===== config.mk =====
export PLATFORM = sky130hd
export DESIGN_NAME = branch_sequencer
export DESIGN_NICKNAME = d
export VERILOG_FILES = /design/src/rtl/sparc_ctrl_pkg.sv /design/src/rtl/condition_handler.sv /design/src/rtl/branch_sequencer.sv
export SDC_FILE = /design/constraint.sdc
export NUM_CORES = 1
export LEC_CHECK = 0
export CAP_MARGIN = 20
export CORE_MARGIN = 5
export CORE_UTILIZATION = 27
export DETAILED_ROUTE_END_ITERATION = 6
export HOLD_SLACK_MARGIN = 0.1
export PLACE_DENSITY_LB_ADDON = 0.15
export REMOVE_ABC_BUFFERS = 1
export SETUP_SLACK_MARGIN = 0.15
export SLEW_MARGIN = 10
export SYNTH_ARGS = -nofsm -noshare
export SYNTH_HDL_FRONTEND = slang
export SYNTH_HIERARCHICAL = 1
export SYNTH_SLANG_ARGS = --single-unit
export TNS_END_PERCENT = 100

===== constraint.sdc =====
create_clock -name clk -period 1.5 [get_ports clk]
set_clock_uncertainty 0.2 [all_clocks]
set_input_delay 0.225 -clock clk [delete_from_list [all_inputs] [get_ports clk]]
set_output_delay 0.225 -clock clk [all_outputs]
set_load 0.02 [all_outputs]

===== src/rtl/sparc_ctrl_pkg.sv =====
// Shared SPARC branch-control definitions: Bicc cond encodings, icc flag bit
// positions and the branch sequencer state type.
package sparc_ctrl_pkg;

    localparam logic [3:0] COND_BN   = 4'b0000;
    localparam logic [3:0] COND_BE   = 4'b0001;
    localparam logic [3:0] COND_BLE  = 4'b0010;
    localparam logic [3:0] COND_BL   = 4'b0011;
    localparam logic [3:0] COND_BLEU = 4'b0100;
    localparam logic [3:0] COND_BCS  = 4'b0101;
    localparam logic [3:0] COND_BNEG = 4'b0110;
    localparam logic [3:0] COND_BVS  = 4'b0111;
    localparam logic [3:0] COND_BA   = 4'b1000;
    localparam logic [3:0] COND_BNE  = 4'b1001;
    localparam logic [3:0] COND_BG   = 4'b1010;
    localparam logic [3:0] COND_BGE  = 4'b1011;
    localparam logic [3:0] COND_BGU  = 4'b1100;
    localparam logic [3:0] COND_BCC  = 4'b1101;
    localparam logic [3:0] COND_BPOS = 4'b1110;
    localparam logic [3:0] COND_BVC  = 4'b1111;

    localparam int FLAG_N = 3;
    localparam int FLAG_Z = 2;
    localparam int FLAG_V = 1;
    localparam int FLAG_C = 0;

    typedef enum logic [1:0] {
        IDLE    = 2'd0,
        CC_WAIT = 2'd1,
        SLOT    = 2'd2
    } br_state_t;

endpackage


===== src/rtl/condition_handler.sv =====
// Evaluates a Bicc cond field against the icc flags; branch_out is the taken
// indication, qualified by a branch actually being present in ID.
module condition_handler
    import sparc_ctrl_pkg::*;
#(
    parameter int COND_W = 4,
    parameter int FLAG_W = 4
) (
    input  logic              ID_branch_instr,
    input  logic [COND_W-1:0] ID_cond,
    input  logic [FLAG_W-1:0] flags,
    output logic              branch_out
);

    logic n, z, v, c;
    logic base;

    assign n = flags[FLAG_N];
    assign z = flags[FLAG_Z];
    assign v = flags[FLAG_V];
    assign c = flags[FLAG_C];

    // The upper cond bit selects the complement of the lower-three-bit test.
    always_comb begin
        base = 1'b0;
        case (ID_cond[2:0])
            3'd0: base = 1'b0;
            3'd1: base = z;
            3'd2: base = z | (n ^ v);
            3'd3: base = n ^ v;
            3'd4: base = c | z;
            3'd5: base = c;
            3'd6: base = n;
            3'd7: base = v;
            default: base = 1'b0;
        endcase
    end

    assign branch_out = ID_branch_instr & (base ^ ID_cond[3]);

endmodule


===== src/rtl/branch_sequencer.sv =====
// Sequences Bicc resolution in ID: icc hazard stall, fetch redirect and
// delay-slot annulment. Optional statistics counters under BRANCH_STATS_EN.
module branch_sequencer
    import sparc_ctrl_pkg::*;
#(
    parameter int COND_W = 4,
    parameter int FLAG_W = 4,
    parameter int STAT_W = 16
) (
    input  logic              clk,
    input  logic              reset,
    input  logic              ID_branch_instr,
    input  logic              ID_annul,
    input  logic [COND_W-1:0] ID_cond,
    input  logic [FLAG_W-1:0] flags,
    input  logic              EX_cc_write,
    input  logic              stall_in,
    output logic              pc_sel,
    output logic              cc_stall,
    output logic              ID_kill,
    output logic              dcti_err,
    output logic [STAT_W-1:0] branch_cnt,
    output logic [STAT_W-1:0] taken_cnt,
    output logic [STAT_W-1:0] annul_cnt,
    output br_state_t         fsm_state
);

    br_state_t state_q, state_next;
    logic      annul_r, annul_next;
    logic      dcti_q, set_dcti;
    logic      taken;
    logic      needs_cc;
    logic      cc_hazard;

    condition_handler #(
        .COND_W (COND_W),
        .FLAG_W (FLAG_W)
    ) u_cond (
        .ID_branch_instr (ID_branch_instr),
        .ID_cond         (ID_cond),
        .flags           (flags),
        .branch_out      (taken)
    );

    assign needs_cc  = (ID_cond != COND_BN) && (ID_cond != COND_BA);
    assign cc_hazard = needs_cc & EX_cc_write;

    always_ff @(posedge clk) begin
        if (reset) begin
            state_q <= IDLE;
            annul_r <= 1'b0;
            dcti_q  <= 1'b0;
        end else begin
            state_q <= state_next;
            annul_r <= annul_next;
            if (set_dcti) dcti_q <= 1'b1;
        end
    end

    // stall_in freezes everything: no resolution, no redirect, state held.
    always_comb begin
        state_next = state_q;
        annul_next = annul_r;
        pc_sel     = 1'b0;
        cc_stall   = 1'b0;
        set_dcti   = 1'b0;
        case (state_q)
            IDLE, CC_WAIT: begin
                if (!stall_in && ID_branch_instr) begin
                    if (cc_hazard) begin
                        cc_stall   = 1'b1;
                        state_next = CC_WAIT;
                    end else begin
                        pc_sel     = taken;
                        annul_next = ID_annul & (!taken | (ID_cond == COND_BA));
                        state_next = SLOT;
                    end
                end else if (!stall_in) begin
                    state_next = IDLE;
                end
            end
            SLOT: begin
                if (!stall_in) begin
                    // A branch in a live delay slot is a DCTI couple: never redirect.
                    set_dcti   = !annul_r & ID_branch_instr;
                    annul_next = 1'b0;
                    state_next = IDLE;
                end
            end
            default: begin
                state_next = IDLE;
                annul_next = 1'b0;
            end
        endcase
    end

    assign ID_kill   = annul_r;
    assign dcti_err  = dcti_q;
    assign fsm_state = state_q;

`ifdef BRANCH_STATS_EN
    logic              resolve_en;
    logic              annul_done;
    logic [STAT_W-1:0] branch_q, taken_q, annul_q;

    assign resolve_en = (state_q != SLOT) & ID_branch_instr & !stall_in & !cc_hazard;
    assign annul_done = (state_q == SLOT) & !stall_in & annul_r;

    always_ff @(posedge clk) begin
        if (reset) begin
            branch_q <= '0;
            taken_q  <= '0;
            annul_q  <= '0;
        end else begin
            if (resolve_en && (branch_q != '1)) branch_q <= branch_q + 1'b1;
            if (resolve_en && taken && (taken_q != '1)) taken_q <= taken_q + 1'b1;
            if (annul_done && (annul_q != '1)) annul_q <= annul_q + 1'b1;
        end
    end

    assign branch_cnt = branch_q;
    assign taken_cnt  = taken_q;
    assign annul_cnt  = annul_q;
`else
    assign branch_cnt = '0;
    assign taken_cnt  = '0;
    assign annul_cnt  = '0;
`endif

endmodule


Yosys cells after proc, flatten, opt, wreduce, memory -nomap -nowiden. Index checks and enable logic that the tools add are counted.

Output and inout port bits: 54. Input bits: 14. Flip-flop bits (word level): 4.

Multiplexer cells: 17. Bitwise operators: 9. Reductions and logical operators: 10. Equality and inequality tests: 14.

Operators with widths (count): 3-bit == test, second input constant (4); 1-bit two-way mux (11); 1-bit case mux with 8 select lines (1); 3-bit by 2-bit == test with 1-bit output, second input constant (2); 2-bit two-way mux (3); 2-bit inequality test, second input constant (3); 1-bit bitwise AND (4); 4-bit == test, second input constant (1); 4-bit inequality test, second input constant (1); 2-bit case mux with 2 select lines (1); 4-bit nonzero test (1); 3-bit by 1-bit == test with 1-bit output, second input constant (1); 1-bit logical NOT (3); 3-bit logical NOT (1); 1-bit OR (3); 3-bit AND reduction (1); 2-bit by 1-bit == test with 1-bit output, second input constant (1); 2-bit == test, second input constant (1); 1-bit logical AND (2); 2-bit logical NOT (1); 1-bit case mux with 2 select lines (1); 2-bit OR reduction (1); 1-bit bitwise XOR (2).

Logic depth before layout (Yosys ltp).
Word-level depth: 11. Depth in mapped cells: 7.

Hierarchy. The synthesis kept the hierarchy.

By module, submodules not included: branch_sequencer (area an instance 601.8 µm², times used 1, seq. area each 80.1 µm², cells an instance 74); condition_handler (area an instance 98.8 µm², times used 1, seq. area each 0.0 µm², cells an instance 13).

Worst setup path before layout. OpenSTA, ideal clock, no wires.

Path type: in2out. Start point: input port ID_cond[1]. End point: output port pc_sel. Setup slack: -0.123 ns. Data required time: 1.075 ns. Stages: 5. Data arrival time: 1.198 ns. Path through: mux2i_1 > mux2_4 > o2bb2ai_2 > mux2i_1 > and3_1.

Longest elaborated chain between the ends: 7.

RTL lines: start: declaration (line branch_sequencer.sv:14) `input logic [COND_W-1:0] ID_cond,`; 3-bit == test (tied with other cells) (line condition_handler.sv:26) `case (ID_cond[2:0])`; 1-bit case mux with 8 select lines (*) (line condition_handler.sv:26); 1-bit bitwise XOR (*) (line condition_handler.sv:39) `assign branch_out = ID_branch_instr & (base ^ ID_cond[3]);`; 1-bit bitwise AND (*) (line condition_handler.sv:39); net taken (line branch_sequencer.sv:31) `logic taken;`; 1-bit two-way mux (*) (line branch_sequencer.sv:70) `if (cc_hazard) begin`; 1-bit two-way mux (*) (line branch_sequencer.sv:69) `if (!stall_in && ID_branch_instr) begin`; 1-bit two-way mux (*) (line branch_sequencer.sv:67) `case (state_q)`; end: declaration (line branch_sequencer.sv:18) `output logic pc_sel,`.

The timed path passes the listed nets; every way through them passes the cells marked *.

Worst setup path in the final report. Ends and elaborated chain as after synthesis.

==> metrics.csv <==
stage,metric,value,unit
synth,YS warnings,6,
cts,Clock Root Buffer,clkbuf_4,
global_routing,largest net degree at the start of global routing,7,
synth,synthesized flop and latch total,4,
synth,syn_area_per_cell,8.05,um^2
global_routing,number of global-route vias before repair,506,
worst_setup_path,CP Capture Type,output pin,
flow_run,max-cap viol count,0,
route,initial DRC count,13,
worst_setup_path,CP max FO,3,
route,total routed wirelength,1.52,mm
outcome,status,"finished, violations left",
sta,unrepaired setup endpoints after global routing,true,
route,via/cell ratio,3.69,
global_routing,total congestion overflow,0,
worst_setup_path,worst endpoint data arrival time,1.35,ns
route,mean routed wirelength per cell,10.0,um
cts,CTS max path bufs,2,
outcome,failing checks,negative setup slack,
route,drt first pass iters,2,
synth,sequential area share after synthesis,11.4,%
synth,Gate Count Post-Synth,87,
die,initial core utilization,28.3,%
synth,Post-synth ARST share,0,%
place,# port buffers,19,
synth,Synth top area share,51.4,%
cts,CTS tree,done,
global_routing,all-layer global routing usage,7.23,%
sta,setup ws final,-0.280,ns
synth,"top cells by count, synth","48 x buf_4, 4 x dfxtp_1, 3 x nand2_1, 3 x nor2_1",
cts,Clock Latency Late Sink,0.24,ns
cts,CTS Buf Count,3,
synth,most area-hungry cell type in the Yosys netlist,buf_4,
worst_setup_path,critical path class,input port to output pin,
route,Vias,561,
sta,Fin. Hold Viols,0,
global_routing,antenna violations before repair,0,
place,post-DP HPWL,1.31,mm
finish,nets,138,
die,Rows,18,
cts,H-tree depth,1,
synth,number of synthesized flops with an enable pin,0,
die,I/O pins,68,
die,Die Span Y,60.9,um
worst_setup_path,Worst Path Required,1.07,ns
synth,"Top FF cell, synth",dfxtp_1,
sta,Slew Limit Fails,0,
sta,final hold slack,0.281,ns
place,RePlAce Congestion,0.783,
power,Worst VDD drop,388,uV
sta,Final period util,119,%
route,remaining antenna violation count,0,
sta,setup violators final,2,
die,Core Box Area,2480,um^2
die,Die Wd,60.9,um
synth,area of the mapped netlist,701,um^2
sta,crit path time final,1.78,ns
sta,fmax,562,MHz
global_routing,first-pass GRT wire length,2.03,mm
synth,most frequent cell after synthesis,buf_4,
route,DRC viols,0,
power,LEAKAGE,0.464,nW
finish,layout cells sized above 1,32.0,%
place,Placement Setup Slack,-1.23,ns
finish,# diodes,0,
min_path,HP Class,flop to flop,
finish,area added between synthesis and finish,23.8,%
power,pwr dens,583,nW/um^2
die,die area,3710,um^2
cts,Sink Count,4,
worst_setup_path,Worst setup SP type,input port,
synth,Area contributors post-synth,"buf_4 51%, dfxtp_1 11%, o31ai_4 3.0%",
synth,post-synth cell types,29,
cts,clock-pin transition on the worst setup and hold timing paths,0.04,ns
[critical path, stage by stage]
cell and delay [ns]:
buf_6 0.10, mux2i_1 0.11, mux2_4 0.26, o2bb2ai_2 0.12, mux2i_1 0.23, and3_1 0.19
buf_6 0.12
[per-stage QoR]
stage | setup TNS, ns | area [um^2] | std cells | utilization [%] | power (mW)
2_1_floorplan | -0.203 | 517 | 86 | - | 0.272
3_3_place_gp | -3.52 | 835 | 147 | 33.7 | 0.365
3_5_place_dp | -3.48 | 835 | 147 | 33.7 | 0.363
4_1_cts | -0.520 | 866 | 152 | 34.9 | 0.510
5_1_grt | -0.507 | 867 | 152 | 35.0 | 0.539
6_report | -0.312 | 867 | 152 | 35.0 | 0.505
[repair_timing]
item	in CTS	in global routing
pin swaps	5	2
setup buffers	2	0
endpoints found under the setup margin	10	6
hold buffers	0	0
resized for setup	57	6
[layout by cell type, fill, tap and decap left out, types with 2 or more instances in the layout]
cell / instances
buf_2: 4
buf_4: 14
buf_6: 5
clkbuf_4: 3
clkdlybuf4s50_1: 3
conb_1: 48
dfxtp_1: 3
dlygate4sd2_1: 4
mux2i_1: 2
nand2_1: 3
nand2b_1: 2
nor2_1: 3
[path summary, 6_finish.rpt]
check,start,to,slack [ns],cells past startpoint
max reg2reg,fsm_state[1]$_SDFF_PP0_,fsm_state[1]$_SDFF_PP0_,0.22,6
min,dcti_err$_SDFFE_PP0P_,dcti_err$_SDFFE_PP0P_,0.28,2
min reg2reg,dcti_err$_SDFFE_PP0P_,dcti_err$_SDFFE_PP0P_,0.28,2
max,ID_cond[1],pc_sel,-0.28,7
[per-layer routing]
layer  up-vias  share of wire (%)  wire (um)  GRT usage, %
met5         -                  0          0             0
li1        266                  -          -             -
met4         0                1.1         17          3.72
met3         2                 16        246          1.49
met1       252                 36        552          8.71
met2        41                 46        705          12.1
[cell families after synthesis]
family | share of synthesized area (%)
multiplexers | 5.00
AO/OA/AOI/OAI | 16.4
AND/OR/NAND/NOR | 12.9
buffers and inverters | 52.5
flip-flops | 11.4
other | 0.535
XOR/XNOR | 1.25
[sequential cells by signal (all words and copies together), names as in the netlist]
signal     flops
dcti_err       1
fsm_state      2
ID_kill        1
[layout make-up]
type / instances / area (um^2)
fillers: 279 / 1610
multi-input cells: 80 / 444
repair buffers: 33 / 274
flip-flops and latches: 4 / 81.3
well taps: 30 / 37.5
clock buffers: 3 / 22.5
inverters: 2 / 7.51
[power breakdown]
group	internal [mW]	leakage, nW	switching [mW]	total (mW)
registers	0.111	0.0329	0.00184	0.113
clock network	0.0897	0.0138	0.0473	0.137
logic	0.0842	0.417	0.171	0.256
total	0.285	0.464	0.220	0.505
Note: power is estimated with default switching activity, not from simulation.
